`src/rtl/spi_command_rx.sv`:
```
// ============================================================================
// Module   : spi_command_rx
// Brief    : SPI mode-0 byte receiver that pushes completed bytes into a FIFO.
// Revision : 1.0
// ============================================================================
`default_nettype none

module spi_command_rx #(
    parameter int DEPTH       = 16,
    parameter int SYNC_STAGES = 2
) (
    input  logic       clk,
    input  logic       rst,
    input  logic       spi_sck,
    input  logic       spi_cs_n,
    input  logic       spi_mosi,
    output logic [7:0] command_rddata,
    input  logic       command_pull,
    output logic       command_empty,
    output logic       command_overflow
);

    localparam int c_AW = $clog2(DEPTH);
    localparam int c_CW = c_AW + 1;
    localparam int c_FW = $clog2(SYNC_STAGES + 1);

    logic [SYNC_STAGES-1:0] r_sck_sync;
    logic [SYNC_STAGES-1:0] r_cs_sync;
    logic [SYNC_STAGES-1:0] r_mosi_sync;
    logic                   r_sck_prev;
    logic [c_FW-1:0]        r_flush;
    logic                   r_armed;
    logic [2:0]             r_bit_cnt;
    logic [7:0]             r_shift;
    logic [c_CW-1:0]        r_wr_ptr;
    logic [c_CW-1:0]        r_rd_ptr;
    logic [c_CW-1:0]        r_count;
    logic [7:0]             r_mem [DEPTH];
    logic [7:0]             r_rddata;
    logic                   r_overflow;

    logic       w_sck;
    logic       w_cs_n;
    logic       w_mosi;
    logic       w_edge;
    logic       w_wr_req;
    logic       w_full;
    logic       w_pull_ok;
    logic       w_wr_ok;
    logic [7:0] w_byte;

    assign w_sck     = r_sck_sync[SYNC_STAGES-1];
    assign w_cs_n    = r_cs_sync[SYNC_STAGES-1];
    assign w_mosi    = r_mosi_sync[SYNC_STAGES-1];
    assign w_edge    = w_sck & ~r_sck_prev & ~w_cs_n & r_armed;
    assign w_byte    = {r_shift[6:0], w_mosi};
    assign w_wr_req  = w_edge && (r_bit_cnt == 3'd7);
    assign w_full    = (r_count == c_CW'(DEPTH));
    assign w_pull_ok = command_pull && !command_empty;
    assign w_wr_ok   = w_wr_req && (!w_full || w_pull_ok);

    assign command_empty    = (r_count == '0);
    assign command_rddata   = r_rddata;
    assign command_overflow = r_overflow;

    always_ff @(posedge clk or posedge rst) begin
        if (rst) begin
            r_sck_sync  <= '0;
            r_cs_sync   <= '1;
            r_mosi_sync <= '0;
        end else begin
            r_sck_sync[0]  <= spi_sck;
            r_cs_sync[0]   <= spi_cs_n;
            r_mosi_sync[0] <= spi_mosi;
            for (int i = 1; i < SYNC_STAGES; i++) begin
                r_sck_sync[i]  <= r_sck_sync[i-1];
                r_cs_sync[i]   <= r_cs_sync[i-1];
                r_mosi_sync[i] <= r_mosi_sync[i-1];
            end
        end
    end

    // The preset cs_n=1 in the synchronizer is not a real deselect: arming waits
    // until the chain carries genuine samples and one of them shows cs_n high.
    always_ff @(posedge clk or posedge rst) begin
        if (rst) begin
            r_sck_prev <= 1'b0;
            r_flush    <= '0;
            r_armed    <= 1'b0;
            r_bit_cnt  <= 3'd0;
            r_shift    <= 8'h00;
        end else begin
            r_sck_prev <= w_sck;
            if (r_flush != c_FW'(SYNC_STAGES)) begin
                r_flush <= r_flush + c_FW'(1);
            end else if (w_cs_n) begin
                r_armed <= 1'b1;
            end
            if (w_cs_n || !r_armed) begin
                r_bit_cnt <= 3'd0;
                r_shift   <= 8'h00;
            end else if (w_edge) begin
                r_bit_cnt <= r_bit_cnt + 3'd1;
                r_shift   <= w_byte;
            end
        end
    end

    always_ff @(posedge clk) begin
        if (w_wr_ok) begin
            r_mem[r_wr_ptr[c_AW-1:0]] <= w_byte;
        end
    end

    always_ff @(posedge clk or posedge rst) begin
        if (rst) begin
            r_wr_ptr   <= '0;
            r_rd_ptr   <= '0;
            r_count    <= '0;
            r_rddata   <= 8'h00;
            r_overflow <= 1'b0;
        end else begin
            if (w_wr_ok) begin
                r_wr_ptr <= (r_wr_ptr == c_CW'(DEPTH - 1)) ? '0 : r_wr_ptr + c_CW'(1);
            end
            if (w_pull_ok) begin
                r_rd_ptr <= (r_rd_ptr == c_CW'(DEPTH - 1)) ? '0 : r_rd_ptr + c_CW'(1);
                r_rddata <= r_mem[r_rd_ptr[c_AW-1:0]];
            end
            if (w_wr_ok && !w_pull_ok) begin
                r_count <= r_count + c_CW'(1);
            end else if (!w_wr_ok && w_pull_ok) begin
                r_count <= r_count - c_CW'(1);
            end
            if (w_wr_req && !w_wr_ok) begin
                r_overflow <= 1'b1;
            end
        end
    end

endmodule

`default_nettype wire
```
`config.mk`:
```
export PLATFORM = sky130hd
export DESIGN_NAME = spi_command_rx
export DESIGN_NICKNAME = d
export VERILOG_FILES = /design/src/rtl/spi_command_rx.sv
export SDC_FILE = /design/constraint.sdc
export NUM_CORES = 1
export LEC_CHECK = 0
export ABC_AREA = 1
export BUFFER_PORTS_ARGS = -buffer_cell sky130_fd_sc_hd__buf_2
export CAP_MARGIN = 20
export CORE_MARGIN = 1.5
export CORE_UTILIZATION = 34
export DETAILED_ROUTE_END_ITERATION = 12
export HOLD_SLACK_MARGIN = 0.15
export PLACE_DENSITY = 0.48
export RECOVER_POWER = 25
export SYNTH_ARGS = -nofsm -noshare
export SYNTH_HDL_FRONTEND = slang
export SYNTH_SLANG_ARGS = --single-unit
export TNS_END_PERCENT = 100
```
`constraint.sdc`:
```
create_clock -name clk -period 4.6 [get_ports clk]
set_input_delay 0.46 -clock clk [delete_from_list [all_inputs] [get_ports clk]]
set_output_delay 0.46 -clock clk [all_outputs]
set_load 0.005 [all_outputs]
```
==> impl_metrics.env <==
export IMPL_die_height_um=150
export IMPL_grt_ovfl_total=0
export IMPL_yosysSeqAreaShare=0.669
export IMPL_whs_path_depth=0
export IMPL_final_setup_viol_count=0
export IMPL_cp_data_required_time_ns=4.97
export IMPL_io_pin_count=16
export IMPL_routed_wl_mm=16.5
export IMPL_clock_skew_ns=0.00941
export IMPL_fin_crit_ns=2.43
export IMPL_clock_fmax_mhz=411
export IMPL_synth_edff_count=128
export IMPL_h_tree_depth=4
export IMPL_antenna_cells=0
export IMPL_tightestPinTransition_ns=0.917
export IMPL_dr_total_vias=4722
export IMPL_initial_utilization=0.349
export IMPL_numCtsBuffers=17
export IMPL_synth_area_leader_cell="edfxtp_1"
export IMPL_synth_compound_area_frac=0.0266
export IMPL_cp_max_fo=14
export IMPL_peakVddDrop_mv=0.314
export IMPL_p_leak_nw=3.55
export IMPL_yosysUniqueCellTypes=28
export IMPL_drc=0
export IMPL_timing_reg2reg_setup_slack_ns=2.17
export IMPL_hold_path_class="register to register"
export IMPL_drt_wirelength_per_cell_um=16.3
export IMPL_dp_hpwl_mm=10.4
export IMPL_cts_setup_buffers=0
export IMPL_antenna_found_initial=0
export IMPL_syn2layout_area_growth_pct=13.3
export IMPL_finalCritPeriodShare=0.529
export IMPL_finalHoldViolations=0
export IMPL_arrival_ns=2.80
export IMPL_nets=742
export IMPL_ys_top_cells_by_area="edfxtp_1, dfrtp_1, nand2_1"
export IMPL_start_kind="register"
export IMPL_drive_gt1_frac=0.0830
export IMPL_synthSimpleGateAreaFrac=0.191
export IMPL_cap_viol_max_count=0
export IMPL_synth_top_area_frac=0.520
export IMPL_mostFrequentLayoutCell="nand2_1"
export IMPL_dieArea_um2=22600
export IMPL_synth_xor_area_share=0.0107
export IMPL_cts_tree="yes"
export IMPL_groute_usage_overall=0.158
export IMPL_syn_area_um2=7390
export IMPL_rsz0062_at_grt="false"
export IMPL_drt_pre_antenna_iters=4
export IMPL_synth_top_family_by_area="simple AND/OR/NAND/NOR gates"
export IMPL_portBuffers=15
export IMPL_status="finished, final reports clean"
export IMPL_clock_path_buffers=2
export IMPL_synthMuxAreaShare=0
export IMPL_mostFrequentLayoutCells="nand2_1, edfxtp_1, inv_1"
export IMPL_grt_pass1_vias=4566
export IMPL_clk_pin_slew_ns=0.06
export IMPL_fp_coreArea_um2=21200
export IMPL_fin_util=0.396
export IMPL_cellPowerDensity_nw_per_um2=525
export IMPL_postSynthAreaPerCell_um2=10.5
export IMPL_synth_cells=704
export IMPL_grt_pass1_wl_mm=26.1
export IMPL_slew_headroom=0.388
export IMPL_gp_congestion=0.777
export IMPL_antenna_left=0
export IMPL_critical_path_class="register to register"
export IMPL_synth_fa_ha_area_frac=0.0247
export IMPL_cts_sink_count=172
export IMPL_rr_worst_depth=14
export IMPL_slew_violations=0
export IMPL_dieWidth_um=150
export IMPL_cp_end_kind="register"
export IMPL_synth_nets=724
export IMPL_synth_ff_type="edfxtp_1"
export IMPL_via_per_inst=4.68
export IMPL_setup_tns_ns=0
export IMPL_row_count=53
export IMPL_clock_latency_ns=0.42
export IMPL_synth_seq_cells=172
export IMPL_cts_root_buffer="clkbuf_16"
export IMPL_yosys_warnings=0
export IMPL_grt_max_degree=67
export IMPL_initialDrtViolationCount=341
export IMPL_async_flop_share=0.256
## cell usage after synthesis, drive strengths merged, types with 4 or more instances
cell / number
nand2: 181
edfxtp: 128
inv: 113
nand3: 107
dfrtp: 42
nor2: 40
buf: 22
a21oi: 17
ha: 13
o21ai: 12
o22ai: 5
xnor2: 5
xor2: 4
## stage by stage
| stage | area (um^2) | setup WS (ns) | power (mW) | hold slack (ns) | cells |
|---|---|---|---|---|---|
| detailed placement | 7720 | 2.28 | 3.01 | 0.336 | 973 |
| finish | 8370 | 2.17 | 4.39 | 0.346 | 1010 |
| CTS | 8350 | 2.26 | 4.44 | 0.295 | 1008 |
| global placement | 7690 | 2.31 | 2.97 | 0.333 | 972 |
| global route | 8370 | 1.90 | 4.65 | 0.360 | 1010 |
| floorplan | 7390 | 2.46 | 2.67 | 0.331 | 704 |
## metal layers
layer  track usage  part of all wire  up-vias  routed length, um
li1              -                 -     2326                  -
met1         0.213              0.47     2284               7700
met2         0.246              0.47       87               7770
met3        0.0327             0.036       25                598
met4        0.0667             0.024        0                390
met5             0                 0        -                  0
## flip-flops by register name, indices dropped and copies added (netlist names), 2 cells and up
| name | flops |
|---|---|
| r_mosi_sync | 2 |
| r_rd_ptr | 5 |
| r_sck_sync | 2 |
| r_cs_sync | 2 |
| r_bit_cnt | 3 |
| r_count | 5 |
| r_shift | 7 |
| r_mem | 128 |
| r_wr_ptr | 5 |
| command_rddata | 8 |
| r_flush | 2 |
## power breakdown
group          internal [mW]  switching (mW)  total (mW)  leakage (nW)
clock network          0.845           0.582        1.43         0.292
registers               1.74          0.0881        1.83          1.75
logic                  0.379           0.758        1.14          1.51
total                   2.97            1.43        4.39          3.55
## final timing paths
path	from	endpoint
max	r_sck_prev	r_count[4]
min	r_mosi_sync[0]	r_mosi_sync[1]
max reg2reg	r_sck_prev	r_count[4]
min reg2reg	r_mosi_sync[0]	r_mosi_sync[1]
max in group asynchronous	rst	r_cs_sync[0]
min in group asynchronous	rst	r_bit_cnt[1]
## timing repair
action	CTS	global route
hold buffers	3	1
endpoints found under the hold margin	3	19
gates resized for setup	0	0
## worst max-delay path, stage by stage (launching register included)
cell and delay (ns):
dfrtp_1 0.36, nor2_1 0.30, nand2_4 0.17, nor2_2 0.11
nand2_1 0.09, inv_2 0.15, ha_1 0.25, inv_1 0.12
ha_1 0.31, nand2_1 0.07, nand2_1 0.04, a21oi_1 0.15
xnor2_1 0.13, nand2_1 0.06, nand2_1 0.05
## logic make-up after synthesis
group                    after synthesis
AO/OA/AOI/OAI                         37
XOR/XNOR                               9
adder cells (fa/ha/maj)               14
buffers and inverters                141
flip-flops                           172
AND/OR/NAND/NOR                      331
## final cells by class
type                       instances  area [um^2]
multi-input combinational        391         1870
tap                              275          344
fill                            2008        12800
timing repair buffer              24          185
clock inverter                     8         77.6
sequential                       172         4950
inverter                         116          435
clock buffer                      24          515
Power figures use the tool's default switching activity.
